===== config.mk =====
export PLATFORM = sky130hd
export DESIGN_NAME = if_id_reg
export DESIGN_NICKNAME = d
export VERILOG_FILES = /design/src/rtl/if_id_reg.sv
export SDC_FILE = /design/constraint.sdc
export NUM_CORES = 1
export LEC_CHECK = 0
export CAP_MARGIN = 20
export CORE_UTILIZATION = 30
export DETAILED_ROUTE_END_ITERATION = 6
export PLACE_DENSITY = 0.59
export SLEW_MARGIN = 20
export SYNTH_ARGS = -nofsm -noshare
export SYNTH_HDL_FRONTEND = slang
export SYNTH_SLANG_ARGS = --single-unit

===== constraint.sdc =====
create_clock -name clk -period 4.07 [get_ports clk]
set_clock_uncertainty 0.2 [all_clocks]
set_input_delay 0.814 -clock clk [delete_from_list [all_inputs] [get_ports clk]]
set_output_delay 0.814 -clock clk [all_outputs]
set_load 0.005 [all_outputs]

===== src/rtl/if_id_reg.sv =====
// IF/ID pipeline register: fetch-to-decode latch with stall, flush-to-bubble and a saturating stall counter.
// Optional fetch address-error (AdEL) detection is enabled by defining IF_ID_ADEL_EN.
module if_id_reg (
    input  logic        clk,
    input  logic        reset,
    input  logic [31:0] pc,
    input  logic [31:0] instr,
    input  logic        stall,
    input  logic        flush,
    output logic [31:0] id_pc,
    output logic [31:0] id_pc8,
    output logic [31:0] id_instr,
    output logic        id_valid,
    output logic [4:0]  id_exc,
    output logic [15:0] stall_cnt
);

    localparam logic [31:0] RESET_PC = 32'h0000_3000;
    localparam logic [31:0] NOP      = 32'h0000_0000;

    logic [31:0] r_pc;
    logic [31:0] r_pc8;
    logic [31:0] r_instr;
    logic        r_valid;
    logic [15:0] r_stall_cnt;
    logic [31:0] w_pc8;
    logic [31:0] w_load_instr;
    logic [4:0]  w_load_exc;

    assign w_pc8 = pc + 32'd8;

`ifdef IF_ID_ADEL_EN
    logic [4:0] r_exc;
    logic       w_adel;

    // Misaligned or outside the instruction window: fetch is replaced by a nop tagged AdEL.
    assign w_adel       = (pc[1:0] != 2'b00) || (pc < 32'h0000_3000) || (pc > 32'h0000_6FFC);
    assign w_load_instr = w_adel ? NOP : instr;
    assign w_load_exc   = w_adel ? 5'd4 : 5'd0;

    always_ff @(posedge clk) begin
        if (reset || flush) begin
            r_exc <= '0;
        end else if (!stall) begin
            r_exc <= w_load_exc;
        end
    end

    assign id_exc = r_exc;
`else
    assign w_load_instr = instr;
    assign w_load_exc   = 5'd0;
    assign id_exc       = w_load_exc;
`endif

    always_ff @(posedge clk) begin
        if (reset) begin
            r_pc    <= RESET_PC;
            r_pc8   <= RESET_PC + 32'd8;
            r_instr <= NOP;
            r_valid <= 1'b0;
        end else if (flush) begin
            r_pc    <= pc;
            r_pc8   <= w_pc8;
            r_instr <= NOP;
            r_valid <= 1'b0;
        end else if (!stall) begin
            r_pc    <= pc;
            r_pc8   <= w_pc8;
            r_instr <= w_load_instr;
            r_valid <= 1'b1;
        end
    end

    // Counts every stalled cycle, flushed ones included; sticks at all-ones.
    always_ff @(posedge clk) begin
        if (reset) begin
            r_stall_cnt <= '0;
        end else if (stall && (r_stall_cnt != '1)) begin
            r_stall_cnt <= r_stall_cnt + 16'd1;
        end
    end

    assign id_pc     = r_pc;
    assign id_pc8    = r_pc8;
    assign id_instr  = r_instr;
    assign id_valid  = r_valid;
    assign stall_cnt = r_stall_cnt;

endmodule

==> summary.txt <==
Outcome
  – Status: complete, no violations

Global routing
  – Antenna violations before repair: 0
  – First-pass GRT wire length: ~22000 um
  – Remaining Overflow, GRT: 0
  – Largest net degree at the start of global routing: 84
  – GR Util met1: between 20% and 30%
  – GR Util All Layers: about 18%
  – Gr busiest metal: met2
  – Met3 layer usage reported by global route: under 10%
  – Number of global-route vias before repair: 4327
  – Met2 Use GR: 27.8%

Synth
  – Post-synthesis cell type count: 42
  – Avg Synthesized Cell Area: approximately 8.5 um^2
  – Number of synthesized register bits: between 100 and 150
  – Top FF cell, synth: dfxtp_1
  – Synth Cell Area: around 4700 um^2
  – Ys Warns: 0
  – Seq/Total Area, Yosys: ~47%
  – Async S/R FF share, synth: 0%
  – Cell count after synthesis: 554
  – EDFF count, synth: 0

Worst setup path
  – CP max stage delay: 0.69 ns
  – Crit-path slowest cell: or4_4
  – Worst reg2reg path depth: 5
  – Worst EP required: 4.13 ns
  – Reg-to-reg setup timing slack: 1.98 ns
  – FF-to-FF Start: stall_cnt[0]
  – Reg-to-reg endpoint: stall_cnt[14]
  – Crit path arrival time: 3.14 ns
  – Critical path class: primary input to flip-flop
  – Startpoint Class: primary input
  – Max Fanout on Critical Path: 20
  – Crit-path cells: clkdlybuf4s50_1, nand4_2, or4_4, or4_1, a311oi_1
  – CP Capture Type: flip-flop
  – CP startpoint: pc[13]
  – Critical path capture point: id_pc8[28]

Route
  – Via density: approximately 4.9
  – Drt total wl: roughly 14000 um
  – Final ANT Viol Nets: 0
  – Drt wl/cell: between 15 and 20 um
  – Routed via count: roughly 4.5k
  – First-iteration detailed-routing DRC count: between 200 and 300
  – DRC: 0
  – Drt pass-1 iters: 4

Power
  – Sw Share: ~25%
  – Pwr/cell area: ~340 nW/um^2
  – Max IR drop VDD: 182 uV
  – Combinational group share of total power: roughly 15%
  – Clk pwr share: between 30% and 40%
  – Leakage: 2.55 nW
  – Switching pwr: slightly above 0.6 mW
  – Internal power: between 1.5 and 2 mW
  – Sequential share of power: between 40% and 50%

Finish
  – Share of layout cells above drive strength 1: about 4.6%
  – Commonest non-fill, non-tap cell in the layout: clkdlybuf4s50_1
  – Fillers: around 1.5k
  – Area Growth Syn to Fin: 47.0%
  – Ant diodes: 0
  – Final instance area: approximately 7000 um^2
  – Nets@finish: roughly 780
  – Post-route insts no fill: 928
  – Most frequent cells in the layout: clkdlybuf4s50_1 (178), dfxtp_1 (110), nand2_1 (79), nor2_1 (70), a21oi_1 (44)

STA
  – RSZ-0062 raised after global routing: no
  – Final hold violation count: 0
  – Final Max Slew Viols: 0
  – Worst Tran Pin Value: slightly above 0.9 ns
  – Total Neg Setup Slack: 0 ns
  – Minimum clock period: about 3 ns
  – Max-slew headroom: ~40%
  – Final setup vio count: 0
  – F_max: 325 MHz
  – Fin crit share: 75.7%
  – Hold slack: between 0.2 and 0.3 ns

CTS
  – CTS Buffer Depth: 2
  – Post-CTS Resized: 0
  – Clock sink count: 110
  – Root buffer cell: clkbuf_16
  – Setup bufs post-CTS: 0
  – H-tree depth: 3
  – Inserted Clock Buffers: 9
  – Worst skew pair latency: about 0.35 ns
  – Hold_buf cts: 0
  – Clock transition at path regs: 0.07 ns
  – CTS tree: yes

Floorplanning
  – Die width: 127 um
  – Core Region: ~15000 um^2
  – Num rows: 45
  – Die height: about 130 um
  – Die area: around 16000 um^2
  – Ports: between 150 and 200
  – Starting Density: 30.9%

Flow run
  – MaxCap Viol Count: 0

Place
  – Placement Cell Area: roughly 6700 um^2
  – HPWL after DPL: 10200 um
  – Routability cong.: around 0.86
  – Placed cell count: around 910
  – PortBufs: between 150 and 200

Min path
  – Hold Path Class: flip-flop to flip-flop
## registers in the layout, indices dropped and copies added, names as in the netlist
| signal | cells |
|---|---|
| id_pc | 32 |
| stall_cnt | 16 |
| id_instr | 32 |
| id_pc8 | 29 |
| id_valid | 1 |
## per-layer routing
metal	vias to the layer above	wire length, um
met2	146	6250
met5	-	0
met1	2107	6610
li1	2264	-
met4	0	137
met3	10	1140
## worst min-delay path by stage
stage | startpoint | to | depth (start not counted)
after floorplan | id_valid | id_valid | 2
after global placement | id_valid | id_valid | 2
after detailed placement | id_pc[7] | id_pc[7] | 2
after CTS | id_pc[7] | id_pc[7] | 2
after global routing | id_pc8[4] | id_pc8[4] | 2
final | id_pc[7] | id_pc[7] | 2
## synthesized netlist by cell type (all sizes together), types with 3 or more instances
| library cell | n | area (um^2) |
|---|---|---|
| nor3b | 3 | 22.5 |
| mux2i | 34 | 340 |
| a21oi | 44 | 220 |
| and4 | 4 | 35.0 |
| o21ai | 7 | 35.0 |
| nor4 | 16 | 100 |
| nand2b | 4 | 25.0 |
| nand3 | 13 | 65.1 |
| o31a | 4 | 35.0 |
| o31ai | 10 | 75.1 |
| nand2 | 79 | 297 |
| dfxtp | 110 | 2200 |
| nor2 | 70 | 263 |
| xor2 | 4 | 35.0 |
| a211oi | 14 | 105 |
| inv | 7 | 26.3 |
| and2 | 4 | 25.0 |
| or4 | 11 | 86.3 |
| or3 | 7 | 43.8 |
| nor3 | 9 | 45.0 |
| a311oi | 10 | 87.6 |
| xnor2 | 8 | 70.1 |
| buf | 16 | 97.6 |
| clkbuf | 29 | 109 |
| nand4 | 16 | 106 |
| nor2b | 3 | 18.8 |
## layout make-up
class | count | area, um^2 | share of cell area, %
multi-input cells | 396 | 2310 | 33.3
flip-flops and latches | 110 | 2200 | 31.7
repair buffers | 188 | 1850 | 26.7
well taps | 211 | 264 | 3.80
clock buffers | 11 | 243 | 3.50
clock inverters | 5 | 43.8 | 0.631
inverters | 7 | 26.3 | 0.378
## stage by stage
step | util (%) | worst slack (ns) | total power, mW
2_1_floorplan | - | 1.42 | 1.32
3_3_place_gp | 43.6 | 0.711 | 1.54
3_5_place_dp | 43.6 | 0.635 | 1.55
4_1_cts | 45.5 | 1.01 | 2.41
5_1_grt | 45.5 | 0.867 | 2.50
6_report | 45.5 | 0.989 | 2.38
## cells by family after synthesis
kind of cell | count (synthesis) | share of synthesized area (%)
flip-flops | 110 | 46.6
AO/OA/AOI/OAI | 95 | 12.9
buffers and inverters | 52 | 4.93
AND/OR/NAND/NOR | 246 | 25.1
multiplexers | 36 | 7.68
adder cells (fa/ha/maj) | 2 | 0.530
XOR/XNOR | 12 | 2.23
other | 1 | 0.0794
## power groups by stage
stage / Clock (mW) / Sequential [mW] / Combinational, mW
6_report: 0.856 / 1.16 / 0.360
5_1_grt: 0.934 / 1.17 / 0.392
4_1_cts: 0.885 / 1.16 / 0.365
3_5_place_dp: 0 / 1.19 / 0.363
3_3_place_gp: 0 / 1.19 / 0.359
2_1_floorplan: 0 / 1.19 / 0.135
## critical path: cells and delay by family
family / cells / cell delay (ns)
and+or+nand+nor: 3 / 1.45
buffers and inverters: 1 / 0.61
AOI/OAI and AO/OA: 1 / 0.26
Power figures use the tool's default switching activity.
